### src/rtl/multi_alarm_clock_if.sv
// Keypad, button, alarm-control and display signals of multi_alarm_clock.
// The master drives the controls and the slave (the clock) drives the display and alarm status.
interface multi_alarm_clock_if #(
  parameter int NUM_ALARMS = 4
);
  localparam int SEL_W = (NUM_ALARMS > 1) ? $clog2(NUM_ALARMS) : 1;

  logic                  one_minute;
  logic [3:0]            key;
  logic                  key_valid;
  logic                  time_button;
  logic                  alarm_button;
  logic [SEL_W-1:0]      alarm_sel;
  logic [NUM_ALARMS-1:0] alarm_en;
  logic                  show_alarm;
  logic                  stop_button;
  logic                  snooze_button;
  logic [7:0]            ms_hour;
  logic [7:0]            ls_hour;
  logic [7:0]            ms_minute;
  logic [7:0]            ls_minute;
  logic                  alarm_sound;
  logic [SEL_W-1:0]      ring_id;
  logic                  load_err;

  modport master (
    output one_minute, key, key_valid, time_button, alarm_button, alarm_sel,
           alarm_en, show_alarm, stop_button, snooze_button,
    input  ms_hour, ls_hour, ms_minute, ls_minute, alarm_sound, ring_id, load_err
  );

  modport slave (
    input  one_minute, key, key_valid, time_button, alarm_button, alarm_sel,
           alarm_en, show_alarm, stop_button, snooze_button,
    output ms_hour, ls_hour, ms_minute, ls_minute, alarm_sound, ring_id, load_err
  );
endinterface

### src/rtl/multi_alarm_clock.sv
// BCD alarm clock with NUM_ALARMS channels, keypad loading and a ring/snooze controller.
// The snooze feature (SNOOZED state, snooze count, minute down-counter) is built only with ALARM_SNOOZE_EN.
module multi_alarm_clock #(
  parameter int NUM_ALARMS = 4,
  parameter int SNOOZE_MIN = 5,
  parameter int MAX_SNOOZE = 3
) (
  input  logic                clock,
  input  logic                reset_delay,
  multi_alarm_clock_if.slave  bus
);
  localparam int SEL_W = (NUM_ALARMS > 1) ? $clog2(NUM_ALARMS) : 1;

  localparam logic [1:0] IDLE    = 2'd0;
  localparam logic [1:0] RINGING = 2'd1;
  localparam logic [1:0] SNOOZED = 2'd2;

  logic [15:0]      key_buf;
  logic [15:0]      cur_time;
  logic [15:0]      next_min;
  logic [15:0]      disp_bcd;
  logic [15:0]      alarm_time [NUM_ALARMS];
  logic [1:0]       state;
  logic [SEL_W-1:0] ring_id_q;
  logic             load_err_q;
  logic             time_upd;
  logic             buf_ok;
  logic             time_load;
  logic             alarm_load;
  logic             tick;
  logic             ring_en;
  logic             match_hit;
  logic [SEL_W-1:0] match_idx;

`ifdef ALARM_SNOOZE_EN
  logic [2:0]       snz_cnt;
  logic [3:0]       snz_left;
`else
  logic             unused_snooze;
  assign unused_snooze = bus.snooze_button ^ (SNOOZE_MIN == 0) ^ (MAX_SNOOZE == 0);
`endif

  // Buffer holds HH:MM as BCD; hours 00..23 and minutes 00..59 are loadable.
  always_comb begin
    buf_ok = (key_buf[15:12] <= 4'd2) && (key_buf[11:8] <= 4'd9) &&
             ((key_buf[15:12] != 4'd2) || (key_buf[11:8] <= 4'd3)) &&
             (key_buf[7:4] <= 4'd5) && (key_buf[3:0] <= 4'd9);
  end

  assign time_load  = bus.time_button && buf_ok;
  assign alarm_load = bus.alarm_button && buf_ok;
  // A time load in the same cycle swallows the minute tick.
  assign tick       = bus.one_minute && !bus.time_button;
  assign ring_en    = bus.alarm_en[ring_id_q];

  always_comb begin
    next_min = cur_time;
    if (cur_time[3:0] != 4'd9) begin
      next_min[3:0] = cur_time[3:0] + 4'd1;
    end else begin
      next_min[3:0] = '0;
      if (cur_time[7:4] != 4'd5) begin
        next_min[7:4] = cur_time[7:4] + 4'd1;
      end else begin
        next_min[7:4] = '0;
        if (cur_time[15:8] == 8'h23) begin
          next_min[15:8] = '0;
        end else if (cur_time[11:8] == 4'd9) begin
          next_min[11:8]  = '0;
          next_min[15:12] = cur_time[15:12] + 4'd1;
        end else begin
          next_min[11:8] = cur_time[11:8] + 4'd1;
        end
      end
    end
  end

  always_comb begin
    match_hit = 1'b0;
    match_idx = '0;
    for (int unsigned i = 0; i < NUM_ALARMS; i++) begin
      if (!match_hit && bus.alarm_en[i] && (alarm_time[i] == cur_time)) begin
        match_hit = 1'b1;
        match_idx = SEL_W'(i);
      end
    end
  end

  always_ff @(posedge clock or posedge reset_delay) begin
    if (reset_delay) begin
      key_buf    <= '0;
      cur_time   <= '0;
      disp_bcd   <= '0;
      time_upd   <= 1'b0;
      load_err_q <= 1'b0;
      for (int unsigned i = 0; i < NUM_ALARMS; i++) begin
        alarm_time[i] <= '0;
      end
    end else begin
      load_err_q <= (bus.time_button || bus.alarm_button) && !buf_ok;
      disp_bcd   <= bus.show_alarm ? alarm_time[bus.alarm_sel] : cur_time;
      if (bus.key_valid && (bus.key <= 4'd9)) begin
        key_buf <= {key_buf[11:0], bus.key};
      end
      if (time_load) begin
        cur_time <= key_buf;
      end else if (tick) begin
        cur_time <= next_min;
      end
      // Matching only follows a time change, so a stopped alarm cannot re-ring in its minute.
      time_upd <= time_load || tick;
      if (alarm_load) begin
        alarm_time[bus.alarm_sel] <= key_buf;
      end
    end
  end

  always_ff @(posedge clock or posedge reset_delay) begin
    if (reset_delay) begin
      state     <= IDLE;
      ring_id_q <= '0;
`ifdef ALARM_SNOOZE_EN
      snz_cnt   <= '0;
      snz_left  <= '0;
`endif
    end else begin
      case (state)
        IDLE: begin
          if (!time_load && time_upd && match_hit) begin
            state     <= RINGING;
            ring_id_q <= match_idx;
`ifdef ALARM_SNOOZE_EN
            snz_cnt   <= '0;
`endif
          end
        end
        RINGING: begin
          if (time_load || !ring_en || bus.stop_button) begin
            state <= IDLE;
`ifdef ALARM_SNOOZE_EN
          end else if (bus.snooze_button) begin
            if (snz_cnt < 3'(MAX_SNOOZE)) begin
              state    <= SNOOZED;
              snz_left <= 4'(SNOOZE_MIN);
              snz_cnt  <= snz_cnt + 3'd1;
            end else begin
              state <= IDLE;
            end
`endif
          end
        end
`ifdef ALARM_SNOOZE_EN
        SNOOZED: begin
          if (time_load || !ring_en || bus.stop_button) begin
            state <= IDLE;
          end else if (bus.one_minute) begin
            snz_left <= snz_left - 4'd1;
            if (snz_left == 4'd1) begin
              state <= RINGING;
            end
          end
        end
`else
        SNOOZED: state <= IDLE;
`endif
        default: state <= IDLE;
      endcase
    end
  end

  assign bus.alarm_sound = (state == RINGING);
  assign bus.ring_id     = ring_id_q;
  assign bus.load_err    = load_err_q;
  assign bus.ms_hour     = {4'h3, disp_bcd[15:12]};
  assign bus.ls_hour     = {4'h3, disp_bcd[11:8]};
  assign bus.ms_minute   = {4'h3, disp_bcd[7:4]};
  assign bus.ls_minute   = {4'h3, disp_bcd[3:0]};
endmodule

### src/flat_wrapper.sv
// flat-port wrapper written by rule: the top's interface ports become plain ports
module multi_alarm_clock_flat 
#(
  parameter int NUM_ALARMS = 4,
  parameter int SNOOZE_MIN = 5,
  parameter int MAX_SNOOZE = 3
)
  (clock, reset_delay, bus_one_minute, bus_key, bus_key_valid, bus_time_button, bus_alarm_button, bus_alarm_sel, bus_alarm_en, bus_show_alarm, bus_stop_button, bus_snooze_button, bus_ms_hour, bus_ls_hour, bus_ms_minute, bus_ls_minute, bus_alarm_sound, bus_ring_id, bus_load_err);
  multi_alarm_clock_if #(.NUM_ALARMS(NUM_ALARMS)) bus_i ();
  input  logic clock;
  input  logic reset_delay;
  input wire logic [$bits(bus_i.one_minute)-1:0] bus_one_minute;
  input wire logic [$bits(bus_i.key)-1:0] bus_key;
  input wire logic [$bits(bus_i.key_valid)-1:0] bus_key_valid;
  input wire logic [$bits(bus_i.time_button)-1:0] bus_time_button;
  input wire logic [$bits(bus_i.alarm_button)-1:0] bus_alarm_button;
  input wire logic [$bits(bus_i.alarm_sel)-1:0] bus_alarm_sel;
  input wire logic [$bits(bus_i.alarm_en)-1:0] bus_alarm_en;
  input wire logic [$bits(bus_i.show_alarm)-1:0] bus_show_alarm;
  input wire logic [$bits(bus_i.stop_button)-1:0] bus_stop_button;
  input wire logic [$bits(bus_i.snooze_button)-1:0] bus_snooze_button;
  output wire logic [$bits(bus_i.ms_hour)-1:0] bus_ms_hour;
  output wire logic [$bits(bus_i.ls_hour)-1:0] bus_ls_hour;
  output wire logic [$bits(bus_i.ms_minute)-1:0] bus_ms_minute;
  output wire logic [$bits(bus_i.ls_minute)-1:0] bus_ls_minute;
  output wire logic [$bits(bus_i.alarm_sound)-1:0] bus_alarm_sound;
  output wire logic [$bits(bus_i.ring_id)-1:0] bus_ring_id;
  output wire logic [$bits(bus_i.load_err)-1:0] bus_load_err;
  assign bus_i.one_minute = bus_one_minute;
  assign bus_i.key = bus_key;
  assign bus_i.key_valid = bus_key_valid;
  assign bus_i.time_button = bus_time_button;
  assign bus_i.alarm_button = bus_alarm_button;
  assign bus_i.alarm_sel = bus_alarm_sel;
  assign bus_i.alarm_en = bus_alarm_en;
  assign bus_i.show_alarm = bus_show_alarm;
  assign bus_i.stop_button = bus_stop_button;
  assign bus_i.snooze_button = bus_snooze_button;
  assign bus_ms_hour = bus_i.ms_hour;
  assign bus_ls_hour = bus_i.ls_hour;
  assign bus_ms_minute = bus_i.ms_minute;
  assign bus_ls_minute = bus_i.ls_minute;
  assign bus_alarm_sound = bus_i.alarm_sound;
  assign bus_ring_id = bus_i.ring_id;
  assign bus_load_err = bus_i.load_err;
  multi_alarm_clock #(.NUM_ALARMS(NUM_ALARMS), .SNOOZE_MIN(SNOOZE_MIN), .MAX_SNOOZE(MAX_SNOOZE)) u_core (.clock(clock), .reset_delay(reset_delay), .bus(bus_i));
endmodule
### config.mk
export PLATFORM = sky130hd
export DESIGN_NAME = multi_alarm_clock_flat
export DESIGN_NICKNAME = d
export VERILOG_FILES = /design/src/rtl/multi_alarm_clock_if.sv /design/src/rtl/multi_alarm_clock.sv /design/src/flat_wrapper.sv
export SDC_FILE = /design/constraint.sdc
export NUM_CORES = 1
export LEC_CHECK = 0
export ABC_AREA = 0
export BUFFER_PORTS_ARGS = -buffer_cell sky130_fd_sc_hd__buf_2
export CORE_ASPECT_RATIO = 0.9
export CORE_MARGIN = 4
export CORE_UTILIZATION = 39
export DETAILED_ROUTE_END_ITERATION = 10
export GPL_TIMING_DRIVEN = 0
export HOLD_SLACK_MARGIN = 0.12
export PLACE_DENSITY = 0.61
export SLEW_MARGIN = 20
export SYNTH_ARGS = -nofsm -noshare
export SYNTH_HDL_FRONTEND = slang
export SYNTH_SLANG_ARGS = --single-unit
### constraint.sdc
create_clock -name clock -period 8.3 [get_ports clock]
set_input_delay 0.83 -clock clock [delete_from_list [all_inputs] [get_ports clock]]
set_output_delay 0.83 -clock clock [all_outputs]
set_load 0.01 [all_outputs]
==> results of run 1 <==
[worst reg2reg max path: cells and delay by family, from the launching register on]
family	cells	cell delay, ns
compound gates	2	0.36
fa+ha+maj	1	0.18
buf+inv	3	0.53
flops	1	0.37
simple gates	3	1.04
[state kept, by name, indices dropped and copies added, names as in the netlist]
name,count
u_core.bus.ring_id,2
u_core.key_buf,16
u_core.cur_time,16
u_core.alarm_time,64
u_core.bus.load_err,1
u_core.disp_bcd,16
u_core.state,1
u_core.time_upd,1
[final timing paths]
kind | to | cells after the start | slack, ns | start
max reg2reg | u_core.cur_time[12]$_DFFE_PP0P_ | 9 | 5.70 | u_core.cur_time[12]$_DFFE_PP0P_
max in group asynchronous | u_core.bus.ring_id[0]$_DFFE_PP0P_ | 3 | 7.17 | reset_delay
min in group clock | u_core.key_buf[15]$_DFFE_PP0P_ | 1 | 0.51 | u_core.key_buf[15]$_DFFE_PP0P_
max | u_core.disp_bcd[11]$_DFF_PP0_ | 5 | 5.68 | bus_alarm_sel[1]
min | u_core.bus.load_err$_DFF_PP0_ | 2 | 0.44 | reset_delay
min reg2reg | u_core.key_buf[15]$_DFFE_PP0P_ | 1 | 0.51 | u_core.key_buf[15]$_DFFE_PP0P_
[logic make-up (layout without fill, tap and decap cells)]
family	Yosys count	after routing	synth area share
fa+ha+maj	2	2	0.004116
buf+inv	58	127	0.05022
mux	96	96	0.2091
flops	117	117	0.4817
xor+xnor	69	69	0.09942
other cells	2	16	0.001236
simple gates	111	111	0.1064
compound gates	49	49	0.04776
[cells in the mapped netlist (7+ instances only)]
cell / instances / area, sq um
sky130_fd_sc_hd__nor4_1: 10 / 62.56
sky130_fd_sc_hd__inv_1: 10 / 37.54
sky130_fd_sc_hd__nand3_1: 8 / 40.04
sky130_fd_sc_hd__nor2b_1: 7 / 43.79
sky130_fd_sc_hd__nor3_1: 8 / 40.04
sky130_fd_sc_hd__xnor2_1: 22 / 192.7
sky130_fd_sc_hd__o21ai_0: 17 / 85.08
sky130_fd_sc_hd__nor2_1: 18 / 67.56
sky130_fd_sc_hd__buf_4: 18 / 135.1
sky130_fd_sc_hd__mux2_2: 71 / 799.5
sky130_fd_sc_hd__mux4_2: 17 / 382.9
sky130_fd_sc_hd__dfrtp_1: 117 / 2928
sky130_fd_sc_hd__and2_1: 8 / 50.05
sky130_fd_sc_hd__nand4_1: 7 / 43.79
sky130_fd_sc_hd__xor2_1: 47 / 411.6
sky130_fd_sc_hd__buf_2: 9 / 45.04
sky130_fd_sc_hd__a21oi_1: 19 / 95.09
sky130_fd_sc_hd__clkbuf_1: 18 / 67.56
sky130_fd_sc_hd__nand2_1: 24 / 90.09
sky130_fd_sc_hd__mux2_1: 7 / 78.83
[through the flow]
stage	total power, mW	util
6_report	2.539	0.4725
5_1_grt	2.676	0.4725
4_1_cts	2.554	0.4725
3_5_place_dp	1.740	0.4302
3_3_place_gp	1.714	0.4281
2_1_floorplan	1.488	-
[power groups by stage]
stage          clock network (mW)  logic, mW  registers [mW]
3_5_place_dp                    0      0.814           0.925
3_3_place_gp                    0      0.799           0.915
2_1_floorplan                   0      0.597           0.891
6_report                    0.805      0.815           0.919
4_1_cts                     0.817      0.820           0.917
5_1_grt                     0.841      0.891           0.944
[layout make-up]
type / instances / area (sq um)
Buffer: 48 / 267.8
Timing Repair Buffer: 37 / 207.7
Sequential cell: 117 / 2928
Fill cell: 1402 / 8088
Clock buffer: 20 / 446.7
Inverter: 10 / 42.54
Tap cell: 202 / 252.7
Multi-Input combinational cell: 343 / 2898
Clock inverter: 12 / 202.7
[cells in the final DEF (no fill, tap or decap), types with 9 or more instances in the layout]
cell type	synthesis	final
sky130_fd_sc_hd__dfrtp_1	117	117
sky130_fd_sc_hd__mux2_2	71	71
sky130_fd_sc_hd__xor2_1	47	47
sky130_fd_sc_hd__buf_2	9	45
sky130_fd_sc_hd__nand2_1	24	24
sky130_fd_sc_hd__xnor2_1	22	22
sky130_fd_sc_hd__clkbuf_1	18	20
sky130_fd_sc_hd__a21oi_1	19	19
sky130_fd_sc_hd__buf_4	18	18
sky130_fd_sc_hd__nor2_1	18	18
sky130_fd_sc_hd__o21ai_0	17	17
sky130_fd_sc_hd__mux4_2	17	17
sky130_fd_sc_hd__clkbuf_16	0	17
sky130_fd_sc_hd__conb_1	2	16
sky130_fd_sc_hd__nor4_1	10	10
sky130_fd_sc_hd__inv_1	10	9
[metal layers]
layer | part of all wire | vias up | global-route usage
met1 | 0.45 | 2093 | 0.2551
met2 | 0.45 | 168 | 0.2732
li1 | - | 1887 | -
met5 | 0 | - | 0
met4 | 0.026 | 0 | 0.07123
met3 | 0.070 | 31 | 0.04975
==> out/qor.yml, run 1 <==
status:
  run_status: "finished clean"
placement:
  dp_cells: 757
  dp_hpwl_um: 10910
  pre_cts_ws_ns: 5.336
  gp_congestion: 0.8886
  dpl-instance-area_sq_um: 6596
  io_buffers: 36
sta:
  final_min_period_over_clock_period: 0.3152
  least_setup_slack_across_all_paths_after_layout_ns: 5.684
  totalNegativeSetupSlack_ns: 0
  rsz_0062_raised_after_global_routing: "false"
  timing_max_transition_violations_final: 0
  tightestPinTransition_ns: 0.9237
  whs_ns: 0.4434
  timing.slew.headroom: 0.3842
  fmax_mhz: 382.2
  setup_viol: 0
  report.final.hold_viol_count: 0
  clock_skew_after_layout_ns: 0.006438
  min_period_ns: 2.616
pwr:
  power.static_leakage_nw: 3.366
  p_per_area_nw_per_um2: 350.5
  power_switching_mw: 0.8563
  peakVddDrop_uv: 164.2
  clockPowerShare: 0.317
  p_comb_frac: 0.321
  p_int_mw: 1.683
  net_switching_share_of_the_total_power: 0.3372
  power_frac_seq: 0.362
synth:
  postSynthCellCount: 504
  yosys_most_used_dff: "sky130_fd_sc_hd__dfrtp_1"
  synth_seq_cells: 117
  synth-edff-count: 0
  synthesis.area_sq_um: 6078
  post_synth.cell_area_avg_sq_um: 12.06
  synthArstFlopShare: 1.000
  yosysSeqAreaShare: 0.4817
  synth.yosys.warnings: 0
  synthDistinctLibCells: 50
floorplan:
  die_area_sq_um: 17650
  die_x_um: 139.6
  boundaryPins: 55
  design.core.area_sq_um: 15330
  placement_rows: 43
  initial_core_util: 0.3964
  dieHeight_um: 126.4
grt:
  antenna_found_initial: 0
  maximum_number_of_pins_on_one_net_before_global_route_repair: 69
  grt_overflow: 0
  track_usage: 0.1827
  vias_in_the_first_global_route: 4308
  grt_first_pass_wirelength_um: 24540
setup_path:
  cp_top_family: "buffers and inverters"
  cp_num_buf_inv: 3
  critical_path.max_stage_delay_ns: 0.65
  critPathRequiredTime_ns: 8.60
  critPathCaptureType: "flop"
  critPathArrivalTime_ns: 2.92
  criticalPathCategory: "in2reg"
  critPathMaxFanout: 10
  critical-path-slowest-cell: "sky130_fd_sc_hd__clkbuf_1"
  startpoint_type: "input pin"
  critical_path.cell_chain: "buf_2, buf_1, clkbuf_1, mux4_2, mux2_2"
clock_tree:
  post_cts.resized_instances: 0
  clk_path_buf_depth: 2
  ctsHtreeMaxLevel: 4
  path_clk_slew_ns: 0.05
  cts_made_buffers: 17
  cts_setup_buffers: 0
  clockRootBuffer: "sky130_fd_sc_hd__clkbuf_16"
  cts_tree: "yes"
  cts_num_sinks: 117
  worstSkewPairLatency_ns: 0.42
  cts_hold_buffers: 0
route:
  route.detailed.wl_per_inst_um: 19.69
  wire_length_reported_by_the_detailed_router_um: 15540
  detailedRoute.firstPassIterationCount: 5
  route.vias.total: 4179
  detail_route.drc_violations: 0
  ant_nets_after_route: 0
  detail_route.iter0.violations: 380
  viasPerCell: 5.297
min_path:
  worst_hold_path_type: "in2async"
layout:
  drive_gt1_frac: 0.3322
  insertedDiodeCount: 0
  final_cell_area_sq_um: 7246
  layout.cells.non_filler: 789
  syn2layout_area_growth_pct: 19.21
  layout.nets: 595
flow_run:
  cap_violations: 0
Power figures use the tool's default switching activity.
==> run 2: changes to the inputs <==
- PLACE_DENSITY: 0.61 -> 0.63
- clock period: 8.3 -> 2.3 ns (I/O delays scaled with it)
==> run 2 against run 1 <==
  * Worst setup slack got worse by 5.6 ns
  * Clock skew is 0.0035 ns higher
  * Non-clock buffer count grew 11
  * Largest cell class unchanged
  * Sequential share of layout area is 0.83 points lower
  * Highest routed layer unchanged
  * Count of clock-buffer cells in the layout is 2 lower
==> out/qor.yml, run 2 (synthesis results as in run 1) <==
status:
  run_status: "finished clean"
grt:
  met3_track_utilization_from_global_routing: 0.05352  # +0.003769
  met2_usage: 0.2757  # +0.002558
  most_crowded_layer_after_global_routing: "met2"
  track_usage: 0.1860  # +0.003278
  grt_overflow: 0  # unchanged
  antenna_found_initial: 0  # unchanged
  gr-usage-met1: 0.2631  # +0.007962
  vias_in_the_first_global_route: 4312  # +0.093%
  maximum_number_of_pins_on_one_net_before_global_route_repair: 34  # -51%
  grt_first_pass_wirelength_um: 25010  # +1.9%
layout:
  largest_register_ffs: 64  # unchanged
  drive_gt1_frac: 0.3595  # +0.02733
  largest_register: "u_core.alarm_time"
  mostFrequentLayoutCell: "sky130_fd_sc_hd__dfrtp_1"
  syn2layout_area_growth_pct: 21.80
  mostFrequentLayoutCells: "sky130_fd_sc_hd__dfrtp_1, sky130_fd_sc_hd__mux2_2, sky130_fd_sc_hd__xor2_1"
  final_cell_area_sq_um: 7403  # +2.2%
  insertedDiodeCount: 0  # unchanged
  layout.nets: 606  # +1.8%
setup_path:
  cp_num_buf_inv: 2  # -1
  startpoint_type: "flop"
  worst-path-stages: 7  # +2
  crit_path_end: "u_core.state[0]$_DFFE_PP0P_"
  r2r_slack_ns: 0.06  # -5.64 ns
  critical_path.cell_chain: "buf_2, o21a_1, o32ai_2, nand3_1, clkbuf_1, nand4b_1, o21ai_0"
  critPathCaptureType: "flop"
  crit_start: "u_core.key_buf[10]$_DFFE_PP0P_"
  critPathArrivalTime_ns: 2.53  # -0.39 ns
  r2r_end: "u_core.state[0]$_DFFE_PP0P_"
  critPathRequiredTime_ns: 2.59  # -6.01 ns
  worstReg2RegStart: "u_core.key_buf[10]$_DFFE_PP0P_"
  rr_worst_depth: 7  # -2
  critical_path.max_stage_delay_ns: 0.47  # -0.18 ns
  critPathMaxFanout: 10  # unchanged
  critical-path-slowest-cell: "sky130_fd_sc_hd__clkbuf_1"
  criticalPathCategory: "reg2reg"
  cp_top_family: "buffers and inverters"
sta:
  timing_max_transition_violations_final: 0  # unchanged
  final_min_period_over_clock_period: 0.9719
  setup_viol: 0  # unchanged
  timing.slew.headroom: 0.4061  # +0.02189
  report.final.hold_viol_count: 0  # unchanged
  least_setup_slack_across_all_paths_after_layout_ns: 0.06468  # -5.619 ns
  fmax_mhz: 447.4
  clock_skew_after_layout_ns: 0.009983  # +0.003545 ns
  min_period_ns: 2.235
  tightestPinTransition_ns: 0.8909  # -0.03283 ns
  rsz_0062_raised_after_global_routing: "true"
flow_run:
  cap_violations: 0  # unchanged
floorplan:
  initial_core_util: 0.3964  # unchanged
  dieHeight_um: 126.4  # unchanged
  placement_rows: 43  # unchanged
  die_area_sq_um: 17650  # unchanged
  design.core.area_sq_um: 15330  # unchanged
  boundaryPins: 55  # unchanged
  die_x_um: 139.6  # unchanged
clock_tree:
  clockRootBuffer: "sky130_fd_sc_hd__clkbuf_16"
  cts_num_sinks: 117  # unchanged
  cts_made_buffers: 17  # unchanged
  ctsHtreeMaxLevel: 4  # unchanged
  cts_tree: "yes"
  path_clk_slew_ns: 0.06  # about the same
  clk_path_buf_depth: 2  # unchanged
  worstSkewPairLatency_ns: 0.43  # about the same
placement:
  dpl-instance-area_sq_um: 6628  # +0.47%
  dp_hpwl_um: 11100  # +1.7%
  gp_congestion: 0.8694  # -2.2%
  pre_cts_ws_ns: -0.1533  # -5.489 ns
  io_buffers: 36  # unchanged
pwr:
  peakVddDrop_uv: 658.8  # +300%
  p_per_area_nw_per_um2: 1234  # +250%
  power.static_leakage_nw: 3.445  # +2.4%
  power_mw: 9.138  # +260%
route:
  detail_route.drc_violations: 0  # unchanged
  viasPerCell: 5.254  # -0.81%
  detail_route.iter0.violations: 341  # -10%
  route.detailed.wl_per_inst_um: 19.72  # +0.14%
  ant_nets_after_route: 0  # unchanged
  detailedRoute.firstPassIterationCount: 5  # unchanged
  route.vias.total: 4203  # +0.57%
  wire_length_reported_by_the_detailed_router_um: 15780  # +1.5%
min_path:
  worst_hold_path_type: "in2reg"
[run 2: metal layers]
layer	wire length (um)	part of all wire
met1	7098	0.45
met5	0	0
met3	1104	0.070
met2	7277	0.46
met4	297	0.019
[run 2: how the worst min path moves through the flow]
stage | depth (start not counted) | end | start | slack [ns]
finish | 3 | u_core.bus.load_err$_DFF_PP0_ | bus_time_button | 0.14
global route | 3 | u_core.bus.load_err$_DFF_PP0_ | bus_time_button | 0.16
CTS | 3 | u_core.bus.load_err$_DFF_PP0_ | bus_time_button | 0.13
detailed placement | 2 | u_core.key_buf[13]$_DFFE_PP0P_ | reset_delay | 0.37
global placement | 2 | u_core.key_buf[0]$_DFFE_PP0P_ | bus_key[0] | 0.47
floorplan | 2 | u_core.bus.load_err$_DFF_PP0_ | bus_time_button | 0.35
[run 2: power breakdown]
| group | internal (mW) | switching [mW] |
|---|---|---|
| combinational | 1.40 | 1.45 |
| clock | 1.85 | 1.01 |
| sequential | 2.74 | 0.692 |
| total | 5.99 | 3.15 |
[run 2: area by class of cell]
type                            instances  area [sq um]
Fill cell                            1408          7930
Sequential cell                       117          2930
Multi-Input combinational cell        343          2923
Clock buffer                           18         439.2
Timing Repair Buffer                   53         362.8
Buffer                                 43         254.0
Tap cell                              202         252.7
Clock inverter                         14         200.2
Inverter                               10         41.29
[run 2: worst register-to-register path: cells and delay by family, from the launching register on]
kind	cells	cell delay [ns]
simple gates	2	0.63
flops	1	0.35
buf+inv	2	0.66
compound gates	3	0.46
[run 2: what timing repair did]
item,4_1_cts,5_1_grt
endpoints found under the hold margin,31,0
pin swaps,1,1
hold buffers,7,0
setup buffers,3,4
endpoints found under the setup margin,17,27
resized for setup,1,13
[run 2: stage by stage]
step                      instances  hold slack [ns]  utilization  setup TNS, ns
after floorplan                 518           0.3550            -              0
after global placement          756           0.4672       0.4283         -14.05
after detailed placement        759           0.3734       0.4322         -2.249
after CTS                       800           0.1283       0.4800              0
after global routing            800           0.1580       0.4828       -0.02935
final                           800           0.1362       0.4828              0
